[config.mk]
export PLATFORM = sky130hd
export DESIGN_NAME = pwm_cfg_sequencer
export DESIGN_NICKNAME = d
export VERILOG_FILES = /design/src/rtl/pwm_cfg_sequencer.sv
export SDC_FILE = /design/constraint.sdc
export NUM_CORES = 1
export LEC_CHECK = 0
export ABC_CLOCK_PERIOD_IN_PS = 3150
export BUFFER_PORTS_ARGS = -buffer_cell sky130_fd_sc_hd__buf_2
export CAP_MARGIN = 15
export CORE_ASPECT_RATIO = 1.4
export CORE_MARGIN = 2
export CORE_UTILIZATION = 33
export DETAILED_ROUTE_END_ITERATION = 7
export GPL_ROUTABILITY_DRIVEN = 0
export PLACE_DENSITY = 0.61
export SYNTH_ARGS = -nofsm -noshare
export SYNTH_HDL_FRONTEND = slang
export SYNTH_SLANG_ARGS = --single-unit
[constraint.sdc]
create_clock -name clk_i -period 3.15 [get_ports clk_i]
set_input_delay 0.1575 -clock clk_i [delete_from_list [all_inputs] [get_ports clk_i]]
set_output_delay 0.1575 -clock clk_i [all_outputs]
set_load 0.1 [all_outputs]
[src/rtl/pwm_cfg_sequencer.sv]
// Sequencer that reprograms the PWM block over its register bus in a safe order:
// disable, inversion, mode parameters, enable. It then holds the new setting for a dwell time.
module pwm_cfg_sequencer #(
   parameter int BITS    = 32,
   parameter int DWELL_W = 32
) (
   input  logic               clk_i,
   input  logic               rst_ni,
   input  logic               req_valid_i,
   output logic               req_ready_o,
   input  logic [2:0]         req_mode_i,
   input  logic               req_invert_i,
   input  logic [6*BITS-1:0]  req_param_i,
   input  logic [DWELL_W-1:0] req_dwell_i,
   input  logic               abort_i,
   output logic               busy_o,
   output logic               done_o,
   output logic               err_o,
   output logic               aborted_o,
   output logic               pwm_valid_o,
   output logic               pwm_we_o,
   output logic [BITS-1:0]    pwm_addr_o,
   output logic [BITS-1:0]    pwm_wdata_o,
   input  logic               pwm_ready_i
);

   // state   | meaning
   // S_IDLE  | waiting for a request, req_ready_o high
   // S_WRITE | walking the write list, step_q selects the entry
   // S_DWELL | holding the configuration, done when cnt_q reaches 0
   // S_ABORT | writing register 0 = 0 after an abort
   // S_DONE  | done pulse for an illegal mode or a completed abort
   typedef enum logic [2:0] {
      S_IDLE  = 3'd0,
      S_WRITE = 3'd1,
      S_DWELL = 3'd2,
      S_ABORT = 3'd3,
      S_DONE  = 3'd4
   } state_t;

   state_t             state_q, state_d;
   logic [2:0]         mode_q;
   logic               inv_q;
   logic [BITS-1:0]    param_q [6];
   logic [DWELL_W-1:0] dwell_q, cnt_q;
   logic [3:0]         step_q;
   logic               abort_pend_q, err_q, abt_q;
   logic               valid_q;
   logic [BITS-1:0]    addr_q, wdata_q;

   logic               accept, wr_ack, abort_req, at_last;
   logic [3:0]         n_par, par_base, last_step, pidx, wr_reg;
   logic [BITS-1:0]    wr_data;
   logic               ld_zero, ld_next, drop, step_inc, ld_cnt, dec_cnt;

   assign accept    = req_valid_i && (state_q == S_IDLE);
   assign wr_ack    = valid_q && pwm_ready_i;
   assign abort_req = abort_i || abort_pend_q;
   assign at_last   = (step_q == last_step);

   always_comb begin
      n_par    = 4'd0;
      par_base = 4'd0;
      case (mode_q)
         3'd1:    begin n_par = 4'd3; par_base = 4'd2;  end
         3'd2:    begin n_par = 4'd6; par_base = 4'd5;  end
         3'd3:    begin n_par = 4'd5; par_base = 4'd11; end
         default: begin n_par = 4'd0; par_base = 4'd0;  end
      endcase
      last_step = n_par + 4'd2;
   end

   // Step 0 is the disable write; it shares the register-0-clear path with abort.
   always_comb begin
      wr_reg  = 4'd0;
      wr_data = '0;
      pidx    = step_q - 4'd2;
      if (step_q == 4'd1) begin
         wr_reg  = 4'd1;
         wr_data = BITS'(inv_q);
      end else if (step_q == last_step) begin
         wr_reg  = 4'd0;
         wr_data = BITS'(mode_q);
      end else if (step_q >= 4'd2) begin
         wr_reg = par_base + pidx;
         for (int i = 0; i < 6; i++) begin
            if (pidx == 4'(i)) wr_data = param_q[i];
         end
      end
   end

   always_ff @(posedge clk_i or negedge rst_ni) begin
      if (!rst_ni) state_q <= S_IDLE;
      else         state_q <= state_d;
   end

   always_comb begin
      state_d  = state_q;
      ld_zero  = 1'b0;
      ld_next  = 1'b0;
      drop     = 1'b0;
      step_inc = 1'b0;
      ld_cnt   = 1'b0;
      dec_cnt  = 1'b0;
      case (state_q)
         S_IDLE: begin
            if (req_valid_i) begin
               if (req_mode_i[2]) begin
                  state_d = S_DONE;
               end else begin
                  ld_zero = 1'b1;
                  state_d = abort_i ? S_ABORT : S_WRITE;
               end
            end
         end
         S_WRITE: begin
            if (wr_ack) begin
               drop = 1'b1;
               if (abort_req) begin
                  state_d = S_ABORT;
               end else if (at_last) begin
                  state_d = S_DWELL;
                  ld_cnt  = 1'b1;
               end else begin
                  step_inc = 1'b1;
               end
            end else if (!valid_q) begin
               if (abort_req) begin
                  ld_zero = 1'b1;
                  state_d = S_ABORT;
               end else begin
                  ld_next = 1'b1;
               end
            end
         end
         S_DWELL: begin
            if (cnt_q == '0) begin
               state_d = S_IDLE;
            end else if (abort_i) begin
               ld_zero = 1'b1;
               state_d = S_ABORT;
            end else begin
               dec_cnt = 1'b1;
            end
         end
         S_ABORT: begin
            if (wr_ack) begin
               drop    = 1'b1;
               state_d = S_DONE;
            end else if (!valid_q) begin
               ld_zero = 1'b1;
            end
         end
         S_DONE:  state_d = S_IDLE;
         default: state_d = S_IDLE;
      endcase
   end

   always_comb begin
      req_ready_o = (state_q == S_IDLE);
      busy_o      = (state_q != S_IDLE);
      done_o      = (state_q == S_DONE) || ((state_q == S_DWELL) && (cnt_q == '0));
      err_o       = (state_q == S_DONE) && err_q;
      aborted_o   = (state_q == S_DONE) && abt_q;
      pwm_we_o    = valid_q;
   end

   assign pwm_valid_o = valid_q;
   assign pwm_addr_o  = addr_q;
   assign pwm_wdata_o = wdata_q;

   always_ff @(posedge clk_i or negedge rst_ni) begin
      if (!rst_ni) begin
         mode_q       <= '0;
         inv_q        <= 1'b0;
         dwell_q      <= '0;
         cnt_q        <= '0;
         step_q       <= '0;
         abort_pend_q <= 1'b0;
         err_q        <= 1'b0;
         abt_q        <= 1'b0;
         valid_q      <= 1'b0;
         addr_q       <= '0;
         wdata_q      <= '0;
         for (int i = 0; i < 6; i++) param_q[i] <= '0;
      end else begin
         if (accept) begin
            mode_q       <= req_mode_i;
            inv_q        <= req_invert_i;
            dwell_q      <= req_dwell_i;
            cnt_q        <= '0;
            step_q       <= '0;
            abort_pend_q <= 1'b0;
            err_q        <= req_mode_i[2];
            abt_q        <= abort_i && !req_mode_i[2];
            for (int i = 0; i < 6; i++) param_q[i] <= req_param_i[i*BITS +: BITS];
         end else begin
            if (step_inc && !at_last) step_q <= step_q + 4'd1;
            if ((state_q == S_WRITE) && abort_i) abort_pend_q <= 1'b1;
            if ((state_q != S_ABORT) && (state_d == S_ABORT)) abt_q <= 1'b1;
            if (ld_cnt)                        cnt_q <= dwell_q;
            else if (dec_cnt && cnt_q != '0)   cnt_q <= cnt_q - 1'b1;
         end
         if (ld_zero) begin
            valid_q <= 1'b1;
            addr_q  <= '0;
            wdata_q <= '0;
         end else if (ld_next) begin
            valid_q <= 1'b1;
            addr_q  <= BITS'({wr_reg, 2'b00});
            wdata_q <= wr_data;
         end else if (drop) begin
            valid_q <= 1'b0;
         end
      end
   end

endmodule

==> results of run 1 <==
## cell type report
type,count,share of cell area [%]
clock inverters,17,1.07
clock buffers,44,4.92
diodes,2,0.0251
inverters,9,0.170
flip-flops and latches,306,38.4
multi-input cells,1290,31.1
well taps,552,3.47
repair buffers,545,20.8
## cell families (layout without fill, tap and decap cells)
logic type,count (synthesis),in the layout,share of synthesized area (%)
compound gates,261,261,12.3
fa+ha+maj,13,13,1.18
xor+xnor,29,29,1.76
buf+inv,147,615,4.76
other cells,1,30,0.0260
flops,306,306,53.1
simple gates,956,956,26.6
mux,3,3,0.226
## timing repair
action,in CTS,in global routing
buffers inserted,0,0
hold buffers,231,0
resized for setup,0,1
hold endpoints to repair,315,0
endpoints found under the setup margin,0,1
## worst max-delay path, cell delays in order (launching register included)
cell and delay [ns]:
sky130_fd_sc_hd__dfrtp_1 0.44, sky130_fd_sc_hd__or4_1 0.70, sky130_fd_sc_hd__nor4_4 0.45, sky130_fd_sc_hd__nand4_1 0.16
sky130_fd_sc_hd__a21oi_2 0.17, sky130_fd_sc_hd__clkbuf_4 0.35
## per-stage QoR
| stage | hold WS [ns] | cells | area (um^2) | utilization, % | setup WS, ns |
|---|---|---|---|---|---|
| floorplan | -0.138 | 1743 | 14500 | - | 0.0145 |
| global placement | 0.256 | 2471 | 16400 | 38.1 | 0.525 |
| detailed placement | 0.262 | 2471 | 16400 | 38.1 | 0.472 |
| CTS | 0.0333 | 2763 | 19900 | 46.2 | 0.0811 |
| global route | 0.0677 | 2765 | 19900 | 46.2 | 0.0503 |
| finish | 0.0528 | 2765 | 19900 | 46.2 | 0.189 |
## power by group through the flow
| stage | sequential (mW) | combinational (mW) | clock [mW] |
|---|---|---|---|
| after floorplan | 6.33 | 4.35 | 0 |
| after global placement | 6.60 | 5.92 | 0 |
| after detailed placement | 6.65 | 6.06 | 0 |
| after CTS | 6.60 | 6.32 | 4.38 |
| after global routing | 6.79 | 7.06 | 4.53 |
| final | 6.62 | 6.29 | 4.29 |
## placed cells by master (no fill, tap or decap), drive strengths merged, types with 12 or more instances in the layout
| cell type | Yosys | final |
|---|---|---|
| a22oi | 32 | 32 |
| dfrtp | 306 | 306 |
| conb | 1 | 28 |
| o21ai | 61 | 61 |
| xor2 | 12 | 12 |
| dlygate4sd3 | 0 | 231 |
| a32o | 29 | 29 |
| xnor2 | 17 | 17 |
| ha | 12 | 12 |
| o211ai | 34 | 34 |
| nor2 | 95 | 95 |
| nand2 | 766 | 766 |
| nor3 | 15 | 15 |
| nor4 | 12 | 12 |
| a21oi | 67 | 67 |
| buf | 37 | 313 |
| nand3 | 13 | 13 |
| clkbuf | 101 | 45 |
## synthesized netlist by cell type, types with 5 or more instances
master                       n  area (um^2)
sky130_fd_sc_hd__nor4_1     10         62.6
sky130_fd_sc_hd__nor3_1     15         75.1
sky130_fd_sc_hd__o211ai_1   34          255
sky130_fd_sc_hd__buf_4      29          218
sky130_fd_sc_hd__or3_1       5         31.3
sky130_fd_sc_hd__nand2b_1    5         31.3
sky130_fd_sc_hd__nor2_1     95          357
sky130_fd_sc_hd__inv_1       9         33.8
sky130_fd_sc_hd__a32o_1     29          290
sky130_fd_sc_hd__a21oi_1    67          335
sky130_fd_sc_hd__nand2_1   766         2880
sky130_fd_sc_hd__ha_1       12          150
sky130_fd_sc_hd__nand3_1    13         65.1
sky130_fd_sc_hd__xor2_1     12          105
sky130_fd_sc_hd__clkbuf_1  101          379
sky130_fd_sc_hd__a22oi_1    32          240
sky130_fd_sc_hd__o21ai_0    59          295
sky130_fd_sc_hd__nor2b_1     9         56.3
sky130_fd_sc_hd__xnor2_1    17          149
sky130_fd_sc_hd__or4_1       5         37.5
sky130_fd_sc_hd__nand4_1    10         62.6
sky130_fd_sc_hd__dfrtp_1   306         7660
## flip-flops by register name (all words and copies together), names as in the netlist
register,flops
pwm_wdata_o,32
step_q,4
inv_q,1
dwell_q,32
abt_q,1
cnt_q,32
pwm_addr_o,4
state_q,3
param_q,192
pwm_valid_o,1
abort_pend_q,1
mode_q,3
## worst min-delay path by stage
stage,endpoint,cells past startpoint,startpoint
final,abort_pend_q,3,abort_i
after global routing,abort_pend_q,3,abort_i
after CTS,abort_pend_q,3,abort_i
after detailed placement,cnt_q[1],1,rst_ni
after global placement,cnt_q[1],1,rst_ni
after floorplan,abort_pend_q,0,rst_ni
## routing by layer
| layer | GRT usage [%] | vias to the layer above |
|---|---|---|
| li1 | - | 6550 |
| met1 | 24.5 | 6639 |
| met2 | 40.7 | 453 |
| met3 | 2.91 | 114 |
| met4 | 8.82 | 2 |
| met5 | 0 | - |
==> flow_summary.json, run 1 <==
{
  "max_slew.worst_pin.slew_ns": 1.07,
  "syn-instance-count": 1716,
  "setup_repair_after_global_routing_missed_its_margin": "no",
  "timing.critical_path.arrival_ns": 2.80,
  "grt_antenna_before_repair": 3,
  "cap_viol_max_count": 0,
  "drv_slew": 0,
  "layout_cells_sized_above_1_pct": 17.7,
  "dieWidth_um": 181,
  "post_synth_arst_share_pct": 100,
  "clock_sink_count": 306,
  "criticalPathCategory": "register to output pin",
  "postSynth.topFlopCell": "sky130_fd_sc_hd__dfrtp_1",
  "dieArea_um2": 45400,
  "synth-seq-cells": 306,
  "globalRouteOverflowTotal": 0,
  "critical_path.reg2reg.endpoint": "pwm_wdata_o[20]",
  "max_slew_margin_pct": 28.7,
  "hold_class": "input port to register",
  "multi_input_area_um2": 6200,
  "rows": 90,
  "timing.reg2reg.setup_slack_ns": 0.43,
  "fp.dieH_um": 251,
  "ctsLongestPathBuffers": 3,
  "critPathCaptureType": "output pin",
  "share_seq_of_total_power_pct": 38.5,
  "number_of_remaining_drc_errors": 0,
  "layout_area_growth_over_synthesis_pct": 38.3,
  "coreArea_um2": 43100,
  "cts_inserted_buffers": 35,
  "clock_group_share_of_total_power_pct": 24.9,
  "grt_pass1_vias": 14400,
  "dp_hpwl_um": 33200,
  "final_setup_skew_ns": 0.0353,
  "period_needed_ns": 2.96,
  "power.switching_mw": 6.93,
  "report.final.setup_viol": 0,
  "max-vdd-ir-drop_uv": 465,
  "worstSetupEndpoint": "done_o",
  "drt_first_iter_violations": 904,
  "cellPowerDensity_nw_per_um2": 863,
  "leakagePower_nw": 9.87,
  "port_buffers": 275,
  "total_routed_wirelength_um": 49800,
  "post_synth_instance_area_um2": 14400,
  "routed-wl-met2_um": 26700,
  "worstSkewPairLatency_ns": 0.54,
  "root_buffer": "sky130_fd_sc_hd__clkbuf_16",
  "wl_per_cell_um": 18.0,
  "top_level_ports": 304,
  "route.layer.met1.wl_um": 18900,
  "wire_length_of_the_first_global_routing_pass_um": 77600,
  "fin_setup_tns_ns": 0,
  "crit-reg2reg-launch": "step_q[1]",
  "final.fill_count": 4136,
  "finalPower_mw": 17.2,
  "outcome": "complete, no violations",
  "r2r_cells": 9,
  "hold_viol_final": 0,
  "postRouteAntennaNets": 0,
  "cts_tree": "done",
  "net_switching_fraction_of_the_power_pct": 40.3,
  "pin_count_of_the_biggest_net_entering_global_routing": 198,
  "post_synth_num_cell_types": 63,
  "crit_start": "cnt_q[25]",
  "uppermost_metal_layer_occupied_by_signal_nets": "met5",
  "seq_area_um2": 7660,
  "power_frac_comb_pct": 36.6,
  "synth.yosys.warnings": 0,
  "vias": 13800,
  "firstDrtPassIters": 5,
  "met3_length_um": 2300,
  "htreeDepth": 2,
  "grtUsageTotal_pct": 21.7,
  "clkTransAtPathRegs_ns": 0.06,
  "critical_path.startpoint_type": "register",
  "power_report.internal_total_mw": 10.3,
  "max_freq_ghz": 0.338,
  "synth_edf_count": 0,
  "synth_area_per_cell_um2": 8.40,
  "via_per_inst": 4.98,
  "synth_sequential_area_ratio_pct": 53.1,
  "cp.required_ns": 2.99,
  "final_min_period_over_clock_period_pct": 94.0,
  "final_stage_net_count": 2433,
  "critPathMaxFanout": 7,
  "initial_utilization_pct": 33.4
}
Power figures use the tool's default switching activity.
==> inputs of run 2 (changes only) <==
--- a/config.mk
+++ b/config.mk
@@ -14,6 +14,7 @@
 export DETAILED_ROUTE_END_ITERATION = 7
 export GPL_ROUTABILITY_DRIVEN = 0
 export PLACE_DENSITY = 0.61
+export SETUP_SLACK_MARGIN = 0.4
 export SYNTH_ARGS = -nofsm -noshare
 export SYNTH_HDL_FRONTEND = slang
 export SYNTH_SLANG_ARGS = --single-unit
==> run 2 against run 1 <==
Global-route usage is 0.71 points higher. Die area unchanged. Maximum frequency up 11%. Utilization grew 0.072 points. Clock power shrank 2%. Critical path type is now register to register. Largest power group unchanged. Critical endpoint is now cnt_q[23]. Worst setup slack better by 0.29 ns. Register-to-register slack improved by 0.05 ns. Sequential share of layout area decreased by 0.060 points.
==> flow_summary.json, run 2 (synthesized netlist as in run 1, its figures left out) <==
{
  "number_of_remaining_drc_errors": 0,
  "registers.top_by_ff_count": "param_q",
  "final_cell_mix": "sky130_fd_sc_hd__nand2_1 (765), sky130_fd_sc_hd__dfrtp_1 (306), sky130_fd_sc_hd__buf_2 (273)",
  "pin_count_of_the_biggest_net_entering_global_routing": 118,
  "r2r_cells": 9,
  "total_routed_wirelength_um": 51400,
  "dieWidth_um": 181,
  "fin_setup_tns_ns": 0,
  "flip_flop_count_of_the_largest_register_all_copies_and_words_added": 192,
  "final_stage_net_count": 2434,
  "fp.dieH_um": 251,
  "drv_slew": 0,
  "hold_class": "input port to register",
  "coreArea_um2": 43100,
  "commonest_non_fill_non_tap_cell_in_the_layout": "sky130_fd_sc_hd__nand2_1",
  "critPathCaptureType": "register",
  "layout_cells_sized_above_1_pct": 18.0,
  "max_slew_margin_pct": 47.2,
  "max-vdd-ir-drop_uv": 461,
  "wire_length_of_the_first_global_routing_pass_um": 79400,
  "layout_area_growth_over_synthesis_pct": 38.5,
  "finalInstanceArea_um2": 20000,
  "hold_viol_final": 0,
  "root_buffer": "sky130_fd_sc_hd__clkbuf_16",
  "final_min_period_over_clock_period_pct": 84.9,
  "period_needed_ns": 2.67,
  "postRouteAntennaNets": 0,
  "globalRouteOverflowTotal": 0,
  "port_buffers": 275,
  "dieArea_um2": 45400,
  "global_route.peak_usage_layer": "met2",
  "max_slew.worst_pin.slew_ns": 0.791,
  "grt_antenna_before_repair": 1,
  "initial_utilization_pct": 33.4,
  "critPathMaxFanout": 46,
  "hold_path.startpoint": "abort_i",
  "final_setup_skew_ns": 0.0244,
  "wl_per_cell_um": 18.6,
  "cp.required_ns": 3.55,
  "htreeDepth": 2,
  "rows": 90,
  "use_met1_pct": 26.0,
  "setup_repair_after_global_routing_missed_its_margin": "yes",
  "via_per_inst": 5.03,
  "report.final.setup_viol": 0,
  "cts_tree": "done",
  "grt_pass1_vias": 14300,
  "placement.cell_area_um2": 16400,
  "dp_hpwl_um": 34200,
  "leakagePower_nw": 9.88,
  "clock_sink_count": 306,
  "gr_layer_usage_met3_pct": 3.20,
  "worstSetupEndpoint": "cnt_q[23]",
  "clkTransAtPathRegs_ns": 0.06,
  "multi_input_area_um2": 6240,
  "crit_start": "mode_q[0]",
  "timing.reg2reg.setup_slack_ns": 0.48,
  "timing.critical_path.arrival_ns": 3.08,
  "vias": 13900,
  "critical_path.startpoint_type": "register",
  "firstDrtPassIters": 5,
  "drt_first_iter_violations": 981,
  "seq_area_um2": 7660,
  "outcome": "complete, no violations",
  "grtUsageTotal_pct": 22.4,
  "worstSkewPairLatency_ns": 0.54,
  "critical_path.reg2reg.endpoint": "cnt_q[23]",
  "max_freq_ghz": 0.374,
  "cap_viol_max_count": 0,
  "cts_inserted_buffers": 35,
  "criticalPathCategory": "register to register",
  "crit-reg2reg-launch": "mode_q[0]",
  "final.fill_count": 4116,
  "top_level_ports": 304,
  "ctsLongestPathBuffers": 3,
  "finalPower_mw": 17.4,
  "cellPowerDensity_nw_per_um2": 870,
  "use_met2_pct": 40.0
}
## run 2: critical path, cell delays in order, from the launching register on
cell	delay, ns
sky130_fd_sc_hd__dfrtp_1	0.46
sky130_fd_sc_hd__xnor2_1	0.29
sky130_fd_sc_hd__nor2_1	0.07
sky130_fd_sc_hd__ha_1	0.29
sky130_fd_sc_hd__xnor2_1	0.16
sky130_fd_sc_hd__o2111ai_1	0.14
sky130_fd_sc_hd__or2_2	0.45
sky130_fd_sc_hd__buf_12	0.22
sky130_fd_sc_hd__o21ai_0	0.35
sky130_fd_sc_hd__a21oi_1	0.07
## run 2: metrics by stage
step	util [%]	std cells	setup WS (ns)	hold WS, ns
5_1_grt	46.3	2763	0.359	0.0559
4_1_cts	46.2	2762	0.414	0.0219
6_report	46.3	2763	0.476	0.0420
3_3_place_gp	38.1	2471	0.458	0.263
3_5_place_dp	38.1	2471	0.440	0.256
2_1_floorplan	-	1743	0.475	-0.138
## run 2: area by class of cell
type,count,area share [%]
antenna,1,0.0125
clock buffer,43,4.84
clock inverter,16,1.00
inverter,9,0.188
multi-input combinational,1290,31.3
sequential,306,38.4
tap,552,3.46
timing repair buffer,546,20.9
## run 2: worst min-delay path by stage
stage / end / slack [ns] / cells past startpoint
3_5_place_dp: dwell_q[7] / 0.26 / 1
6_report: abort_pend_q / 0.04 / 3
4_1_cts: abort_pend_q / 0.02 / 3
2_1_floorplan: abort_pend_q / -0.14 / 0
5_1_grt: abort_pend_q / 0.06 / 3
3_3_place_gp: dwell_q[10] / 0.26 / 1
## run 2: layer usage
| layer | vias to the layer above | wire length, um |
|---|---|---|
| met1 | 6693 | 19300 |
| met2 | 535 | 26600 |
| li1 | 6532 | - |
| met4 | 0 | 2760 |
| met3 | 149 | 2800 |
| met5 | - | 0 |
## run 2: repair_timing
item,in CTS,in global routing
setup endpoints to repair,1,22
hold buffers,231,0
gates cloned,0,0
hold endpoints to repair,317,0
buffers inserted,1,0
gates resized for setup,3,6
pin swaps,1,0
## run 2: power by group
part	internal (mW)	switching, mW	total (mW)
logic	2.29	4.15	6.45
registers	5.52	1.19	6.71
clock network	2.51	1.70	4.21
total	10.3	7.05	17.4
